===== src/rtl/mmu_8722.sv =====
// C128 memory management unit: configuration registers, PLA mode selects and
// CPU/VIC high-address translation with common-RAM and zero/stack page relocation.
module mmu_8722 (
    input  logic        clk,
    input  logic        rst,
    input  logic [15:0] a,
    input  logic [7:0]  din,
    input  logic        rw,
    input  logic        aec,
    input  logic        acc,
    input  logic        game_in,
    input  logic        exrom_in,
    input  logic        sense40,
    output logic [7:0]  dout,
    output logic        dout_oe,
    output logic        ms0,
    output logic        ms1,
    output logic        ms2,
    output logic        ms3,
    output logic        z80en,
    output logic        fsdir,
    output logic [7:0]  ta,
    output logic [1:0]  ram_bank
);

    logic [7:0]  cr;
    logic [7:0]  pcr [4];
    logic        mcr_c64;
    logic        mcr_fsdir;
    logic        mcr_z80;
    logic [7:0]  rcr;
    logic [7:0]  p0_page;
    logic [7:0]  p1_page;
    logic [1:0]  p0_bank;
    logic [1:0]  p1_bank;
    logic [1:0]  p0_stage;
    logic [1:0]  p1_stage;

    logic        hit_d5;
    logic        hit_ff;
    logic        decoded;
    logic        wr_en;
    logic [1:0]  pidx;
    logic [7:0]  rd_data;
    logic [16:0] common_size;
    logic        common_hit;

    // $D501-$D504 and $FF01-$FF04 both map address 1..4 onto PCR 0..3;
    // subtracting one in two bits wraps address 4 onto index 3.
    assign pidx = a[1:0] - 2'd1;

    assign hit_ff  = !mcr_c64 && (a[15:8] == 8'hFF) && (a[7:0] <= 8'h04);
    assign hit_d5  = !mcr_c64 && !cr[0] && (a[15:8] == 8'hD5) && (a[7:0] <= 8'h0B);
    assign decoded = hit_ff || hit_d5;

    // acc is a one-clk commit strobe: a write lands only on the edge where
    // acc is high during a CPU-owned (aec) write (!rw) to a decoded register.
    assign wr_en = acc && aec && !rw && decoded;

    always_ff @(posedge clk) begin
        if (rst) begin
            cr        <= 8'h00;
            for (int i = 0; i < 4; i++) pcr[i] <= 8'h00;
            mcr_c64   <= 1'b0;
            mcr_fsdir <= 1'b0;
            mcr_z80   <= 1'b0;
            rcr       <= 8'h00;
            p0_page   <= 8'h00;
            p1_page   <= 8'h01;
            p0_bank   <= 2'd0;
            p1_bank   <= 2'd0;
            p0_stage  <= 2'd0;
            p1_stage  <= 2'd0;
        end else if (wr_en) begin
            if (hit_ff) begin
                // Load-configuration writes copy a preset; the data bus is ignored.
                if (a[2:0] == 3'd0) cr <= din;
                else                cr <= pcr[pidx];
            end else begin
                case (a[3:0])
                    4'h0: cr <= din;
                    4'h1, 4'h2, 4'h3, 4'h4: pcr[pidx] <= din;
                    4'h5: begin
                        mcr_c64   <= din[6];
                        mcr_fsdir <= din[3];
                        mcr_z80   <= din[0];
                    end
                    4'h6: rcr <= din;
                    4'h7: begin
                        p0_page <= din;
                        p0_bank <= p0_stage;
                    end
                    4'h8: p0_stage <= din[1:0];
                    4'h9: begin
                        p1_page <= din;
                        p1_bank <= p1_stage;
                    end
                    4'hA: p1_stage <= din[1:0];
                    default: ;
                endcase
            end
        end
    end

    always_comb begin
        rd_data = 8'h00;
        if (hit_ff) begin
            rd_data = (a[2:0] == 3'd0) ? cr : pcr[pidx];
        end else if (hit_d5) begin
            case (a[3:0])
                4'h0: rd_data = cr;
                4'h1, 4'h2, 4'h3, 4'h4: rd_data = pcr[pidx];
                4'h5: rd_data = {sense40, mcr_c64, exrom_in, game_in, mcr_fsdir, 2'b11, mcr_z80};
                4'h6: rd_data = rcr;
                4'h7: rd_data = p0_page;
                4'h8: rd_data = {6'b0, p0_bank};
                4'h9: rd_data = p1_page;
                4'hA: rd_data = {6'b0, p1_bank};
                4'hB: rd_data = 8'h20;
                default: rd_data = 8'h00;
            endcase
        end
    end

    assign dout_oe = aec && rw && decoded;
    assign dout    = dout_oe ? rd_data : 8'h00;

    assign ms3   = !mcr_c64;
    assign ms2   = cr[0];
    assign z80en = mcr_z80;
    assign fsdir = mcr_fsdir;

    always_comb begin
        {ms1, ms0} = 2'b11;
        case (a[15:14])
            2'b00: {ms1, ms0} = 2'b11;
            2'b01: {ms1, ms0} = cr[1] ? 2'b11 : 2'b00;
            2'b10: {ms1, ms0} = {cr[2], cr[3]};
            2'b11: {ms1, ms0} = {cr[4], cr[5]};
            default: {ms1, ms0} = 2'b11;
        endcase
    end

    always_comb begin
        common_size = 17'h00400;
        case (rcr[1:0])
            2'd0: common_size = 17'h00400;
            2'd1: common_size = 17'h01000;
            2'd2: common_size = 17'h02000;
            2'd3: common_size = 17'h04000;
            default: common_size = 17'h00400;
        endcase
    end

    assign common_hit = (rcr[2] && ({1'b0, a} < common_size)) ||
                        (rcr[3] && ({1'b0, a} >= (17'h10000 - common_size)));

    // VIC fetches bypass relocation entirely and take their bank from RCR.
    always_comb begin
        ta       = a[15:8];
        ram_bank = cr[7:6];
        if (!aec) begin
            ram_bank = rcr[7:6];
        end else if (common_hit) begin
            ram_bank = 2'd0;
        end else if (a[15:8] == 8'h00) begin
            ta       = p0_page;
            ram_bank = p0_bank;
        end else if (a[15:8] == 8'h01) begin
            ta       = p1_page;
            ram_bank = p1_bank;
        end else if (a[15:8] == p0_page) begin
            ta       = 8'h00;
            ram_bank = 2'd0;
        end else if (a[15:8] == p1_page) begin
            ta       = 8'h01;
            ram_bank = 2'd0;
        end
    end

endmodule


===== config.mk =====
export PLATFORM = sky130hd
export DESIGN_NAME = mmu_8722
export DESIGN_NICKNAME = d
export VERILOG_FILES = /design/src/rtl/mmu_8722.sv
export SDC_FILE = /design/constraint.sdc
export NUM_CORES = 1
export LEC_CHECK = 0
export CAP_MARGIN = 20
export CORE_MARGIN = 4
export CORE_UTILIZATION = 45
export CTS_CLUSTER_DIAMETER = 200
export DETAILED_ROUTE_END_ITERATION = 10
export GPL_ROUTABILITY_DRIVEN = 0
export MAX_ROUTING_LAYER = met4
export PLACE_DENSITY_LB_ADDON = 0.1
export SYNTH_ARGS = -nofsm -noshare
export SYNTH_HDL_FRONTEND = slang
export SYNTH_SLANG_ARGS = --single-unit

===== constraint.sdc =====
create_clock -name clk -period 4.8 [get_ports clk]
set_clock_uncertainty 0.1 [all_clocks]
set_input_delay 0.72 -clock clk [delete_from_list [all_inputs] [get_ports clk]]
set_output_delay 0.72 -clock clk [all_outputs]
set_load 0.005 [all_outputs]

==> impl_results.md, run 1 <==
* Status: completed
* DIE WIDTH at 108.9 microns
* Final worst path period share at 89.52%
* Post-cts resize count at 0
* Mean Syn Cell Area at 9.435 sq um
* GRT overflow at 0
* CTS Buf Count at 9
* First-pass GRT wire length at 21.87 mm
* Most used cell along the critical path: clkdlybuf4s50_1
* Synthesis-stage register bit count at 75
* Final core utilization at 55.70%
* Max VDD drop at around 0.00021 V
* Synth cell types at 54
* Setup TNS at 0 ps
* TritonCTS clock tree: yes
* Storage cell area at 1822 sq um
* Placed Area at 5295 sq um
* CTS hold repair buffers at 0
* Post-Synthesis Net Count at 531
* Critical path's largest stage delay at 690 ps
* Setup Fix Bufs, Post-CTS at 0
* CP bufs+invs at 2
* Root buffer cell: clkbuf_8
* Synth warn at 0
* Cells after DPL at 657
* WL final at 14.32 mm
* Via density at 6.019
* Final instance area at 5494 sq um
* Vias in the first global route at 3,877
* Post-synth top flop: dfxtp_1
* Worst Path Max Fanout at 7
* Via count at 4,051
* First-pass DRT Iterations at 5
* ANT nets after route at 0
* Post-layout minimum cycle time at 4297 ps
* H-tree levels at 3
* Sequential-to-total area share from yosys stat at 39.73%
* Worst Path Arrival at 3480 ps
* Cell Count, Final, Fillers Out at 673
* Final hold viol count at 0
* CP required at 3980 ps
* RSZ-0062 raised after global routing: no
* Final setup vio count at 0
* Largest net degree at the start of global routing at 48
* Aggregate global-route resource usage at approximately 25%
* Worst slew margin at between 50% and 60%
* Filler cells at between 800 and 900
* Largest area contributor in the netlist: edfxtp_1
* Pwr dens at 245.9 nW/um^2
* Cells taking the most area after synthesis: edfxtp_1 (21%), dfxtp_1 (19%), mux2i_1 (7.9%)
* Row count at 36
* Clock Latency Late Sink at approximately 350 ps
* Critical path capture point type: primary output
* F_max at 232.7 MHz
* Critical path class: in2out
* Antenna Cells at 0
* DRT iter0 DRCs at 339
* Worst-Margin Slew at ~750 ps
* Die Ht at between 100 and 150 microns
* Clock-pin slew on the worst setup and hold paths at 80 ps
* Area Growth Syn to Fin at 19.81%
* Clock sink count at 75
* Initial Util at 46.49%
* Pins Over Slew Limit at 0
* Layout cell share with drive strength beyond 1 at 10.74%
* Leakage Power at 2.115 nW
* NumNets Final at 580
* Initial antenna violation count at 0
* Post-synth EDFFs at 32
* Die area at 11,870 sq um
* Ys async rst share at 0%
* Detailed Place HPWL at 10.50 mm
* Max cap viols at 0
* Hold WC Path Type: reg2reg
* Yosys top cell area share at 20.95%
* CTS Buffer Depth at 2
* Routed length per instance at approximately 21 microns
* Worst-path cell chain: clkdlybuf4s50_1 -> ha_1 -> nor2b_1 -> o211ai_1 -> a21oi_1 -> nor3_1 -> a21bo_2 -> a22o_1 -> clkdlybuf4s50_1
* Slowest-stage cell, CP: clkdlybuf4s50_1
* Syn Inst Count at 486
* Family with the most delay on the worst path: buffers and inverters
* IO Port Bufs at 56
* Mapped Area at 4586 sq um
* Worst setup SP type: input port
* Area occupied by multi-input gates at 2577 sq um
* Drt drc at 0
* Core Region at ~10000 sq um
* IO Count at 57
## final cells by class
class | instances | share of cell area (%)
flip-flops and latches | 75 | 33.16
clock inverters | 6 | 1.298
multi-input cells | 365 | 46.91
inverters | 11 | 0.7515
well taps | 133 | 3.029
repair buffers | 73 | 12.53
clock buffers | 10 | 2.323
## where the power goes
| group | switching, mW | total [mW] | internal (mW) |
|---|---|---|---|
| registers | 0.00320 | 0.675 | 0.672 |
| clock network | 0.256 | 0.502 | 0.246 |
| logic | 0.0984 | 0.174 | 0.0756 |
| total | 0.358 | 1.35 | 0.993 |
## registers in the layout, indices dropped and copies added (netlist names)
name	flops
rcr	8
z80en	1
mcr_c64	1
p1_page	8
pcr	32
fsdir	1
p1_bank	2
p0_bank	2
p0_stage	2
cr	8
p1_stage	2
p0_page	8
## stage by stage
stage               setup slack [ps]  total power [mW]  hold slack (ps)
detailed placement             516.3            0.8610            366.0
CTS                            512.8             1.354            380.7
global placement               513.7            0.8595            355.8
floorplan                       1510            0.7764            344.8
finish                         503.2             1.351            386.0
global route                   272.4             1.400            395.9
## cells in the mapped netlist (4+ instances only)
cell      instances
a22oi_1           5
inv_1            11
and2_1           33
xor2_1            8
nand3_1          18
o21ai_0           6
mux4_2            8
a211oi_1          9
mux2i_1          36
mux2_2            8
nor2_1           47
a21oi_1          39
ha_1             13
a222oi_1          5
or2_2             4
o211ai_1          5
a22o_1           14
nand4_1           5
nor4_1            8
dfxtp_1          43
clkbuf_1         27
nand2_1          34
and3_1            6
nor2b_1           5
nand2b_1          8
xnor2_1           8
edfxtp_1         32
## final timing paths
path | slack, ps | cells after the start | end | startpoint
setup / recovery | 500 | 9 | ta[7] | a[11]
hold reg to reg | 390 | 2 | p1_bank[1] | p1_stage[1]
setup reg to reg | 2160 | 5 | pcr[2][3] | mcr_c64
hold / removal | 390 | 2 | p1_bank[1] | p1_stage[1]
## worst register-to-register path, delay by kind of cell, from the launching register on
kind / cells / cell delay (ps)
AND/OR/NAND/NOR: 5 / 1820
flip-flops: 1 / 370
## cell usage in the layout, fill, tap and decap left out, types with 4 or more instances in the layout
cell              n
and2_1           33
nand2_1          34
inv_1            11
clkdlybuf4s50_1  56
a21oi_1          39
a22oi_1           5
a222oi_1          5
nor2_1           47
and3_1            6
or2_2             4
o21ai_0           6
nor4_1            8
xor2_1            8
nand3_1          18
ha_1             13
a211oi_1          9
nor2b_1           5
clkbuf_8          9
mux4_2            8
a22o_1           14
buf_4            17
edfxtp_1         32
dfxtp_1          43
mux2i_1          36
nand2b_1          8
mux2_2            8
o211ai_1          5
xnor2_1           8
nand4_1           5
## kinds of logic after synthesis
logic type,share of synthesized area (%)
and+or+nand+nor,21.06
AOI/OAI and AO/OA,14.63
DFF,39.73
muxes,13.75
buffers and inverters,4.066
xor gates and xnor gates,3.056
adders and majority gates,3.547
other,0.1638
## per-layer routing
metal | vias to the layer above | share of wire, % | track usage [%] | wire, microns
met3 | 17 | 9.0 | 4.381 | 1292
met5 | - | 0 | - | 0
met4 | 0 | 1.6 | 6.132 | 229
met1 | 1957 | 44 | 36.32 | 6362
met2 | 212 | 45 | 37.72 | 6433
li1 | 1865 | - | - | -
(Power assumes the default switching activity.)
==> run 2, diff against run 1 <==
--- a/config.mk
+++ b/config.mk
@@ -5,7 +5,6 @@
 export SDC_FILE = /design/constraint.sdc
 export NUM_CORES = 1
 export LEC_CHECK = 0
-export CAP_MARGIN = 20
 export CORE_MARGIN = 4
 export CORE_UTILIZATION = 45
 export CTS_CLUSTER_DIAMETER = 200
==> results of run 2 <==
Final layout, timing and power as in run 1 (identical DEF).
==> RTL edit: new RTL, flow settings as in run 1 <==
Register the output `dout`, with the module's reset; this adds one clock of latency there. The other outputs are not delayed to match.
--- a/src/rtl/mmu_8722.sv
+++ b/src/rtl/mmu_8722.sv
@@ -124,5 +124,11 @@
 
     assign dout_oe = aec && rw && decoded;
-    assign dout    = dout_oe ? rd_data : 8'h00;
+    always_ff @(posedge clk) begin
+        if (rst) begin
+            dout <= '0;
+        end else begin
+            dout <= dout_oe ? rd_data : 8'h00;
+        end
+    end
 
     assign ms3   = !mcr_c64;
Formal check against the unedited RTL: not equivalent (a bounded check fails within 4 cycles, from zero or initial values and one cycle with rst high).
==> RTL edit against run 1 <==
Register-to-register slack got worse by 0.38 ns; final area is 4.7% higher; setup slack got worse by 0.13 ns; sequential cell count rose by 8; clock power is 1% higher; final cell count increased by 2.5%; worst hold slack worse by 0.032 ns; critical path type unchanged; routed wire length is 0.49% lower; total power up 6.4%; via count is 1.4% higher; synthesized area grew 6.2%.
==> RTL edit: results <==
export IMPL_outcome="finished clean"
export IMPL_use_met2=0.3609
export IMPL_grtUsageMet3=0.04420
export IMPL_drt_first_iter_violations=381
export IMPL_inv_count=9
export IMPL_yosysSeqAreaShare=0.4070
export IMPL_dpl_hpwl_um=10330
export IMPL_reg2reg_from="cr[0]"
export IMPL_clock_sinks=83
export IMPL_synthXorXnorAreaFrac=0.02878
export IMPL_num_vias=4107
export IMPL_path_max_fanout=8
export IMPL_regToRegEndpoint="pcr[2][2]"
export IMPL_drt_met1_wl_um=6365
export IMPL_synth_adder_area_share=0.03340
export IMPL_maxSlewHeadroom=0.3286
export IMPL_nFillCells=962
export IMPL_dp_slack_ns=0.4544
export IMPL_grtUsageMet1=0.3224
export IMPL_drive_gt1_frac=0.1155
export IMPL_grt_start_max_net_pins=49
export IMPL_buffers=72
export IMPL_nets=594
export IMPL_synth_cell_type_count=61
export IMPL_clkbuf_count=9
export IMPL_hp_start="p0_stage[0]"
export IMPL_grt_total_usage=0.2367
export IMPL_min_to="p0_bank[0]"
export IMPL_synth_nets=546
export IMPL_drt_wl_total_um=14250
export IMPL_r2r_slack_ns=1.78
export IMPL_sh_seq_area=0.3445
export IMPL_buffer_area_frac=0.1183
export IMPL_multi_input_gates=374
export IMPL_multi_input_area_share=0.4669
export IMPL_ir_drop_v=0.0001789
export IMPL_grt_pass1_wl_um=22730
export IMPL_synth_mux_area_fraction=0.1238
export IMPL_ys_top_cells_by_area="dfxtp_1, edfxtp_1, mux2i_1, and2_1, nand2_1"
-- RTL edit: cell types whose count changed in the layout (fill, tap and decap cells not counted), sizes merged, moves of 3 or more --
cell    delta
nand2     +21
nand3     -10
dfxtp      +8
xnor2      +8
xor2       -8
nor2       -7
mux2i      -5
a221oi     +4
a22oi      -4
o211ai     -4
o22a       +4
a21o       +3
a21oi      -3
clkinv     +3
-- RTL edit: power by group --
group	internal (W)	switching, W
sequential	0.000742	0.00000346
combinational	0.0000820	0.000103
clock	0.000207	0.000301
-- RTL edit: worst max path at each step --
stage	from	end	slack (ns)	depth (start not counted)
floorplan	a[14]	ta[6]	1.44	6
global placement	a[11]	ta[3]	0.55	10
detailed placement	a[11]	ta[4]	0.45	10
CTS	a[11]	ta[4]	0.44	10
global route	a[11]	ta[4]	0.17	10
finish	a[11]	ta[4]	0.37	10
-- RTL edit: kinds of logic (layout without fill, tap and decap cells) --
| group | Yosys count | count (layout) |
|---|---|---|
| multiplexers | 49 | 49 |
| buffers and inverters | 44 | 97 |
| flip-flops | 83 | 83 |
| AO/OA/AOI/OAI | 104 | 104 |
| XOR/XNOR | 16 | 16 |
| AND/OR/NAND/NOR | 190 | 190 |
| adder cells (fa/ha/maj) | 13 | 13 |
| other | 2 | 2 |
-- RTL edit: metrics by stage --
step / total power, W / hold slack [ns] / cells / area [sq um]
CTS: 0.001446 / 0.3586 / 690 / 5753
global placement: 0.0009430 / 0.3411 / 674 / 5553
detailed placement: 0.0009447 / 0.3476 / 674 / 5553
finish: 0.001438 / 0.3537 / 690 / 5753
floorplan: 0.0008613 / 0.3360 / 501 / 4870
global route: 0.001492 / 0.3844 / 690 / 5753
-- RTL edit: critical path: cells and delay by family --
kind	cells	cell delay [ns]
fa+ha+maj	1	0.31
simple gates	2	0.50
buf+inv	3	1.37
compound gates	4	0.68
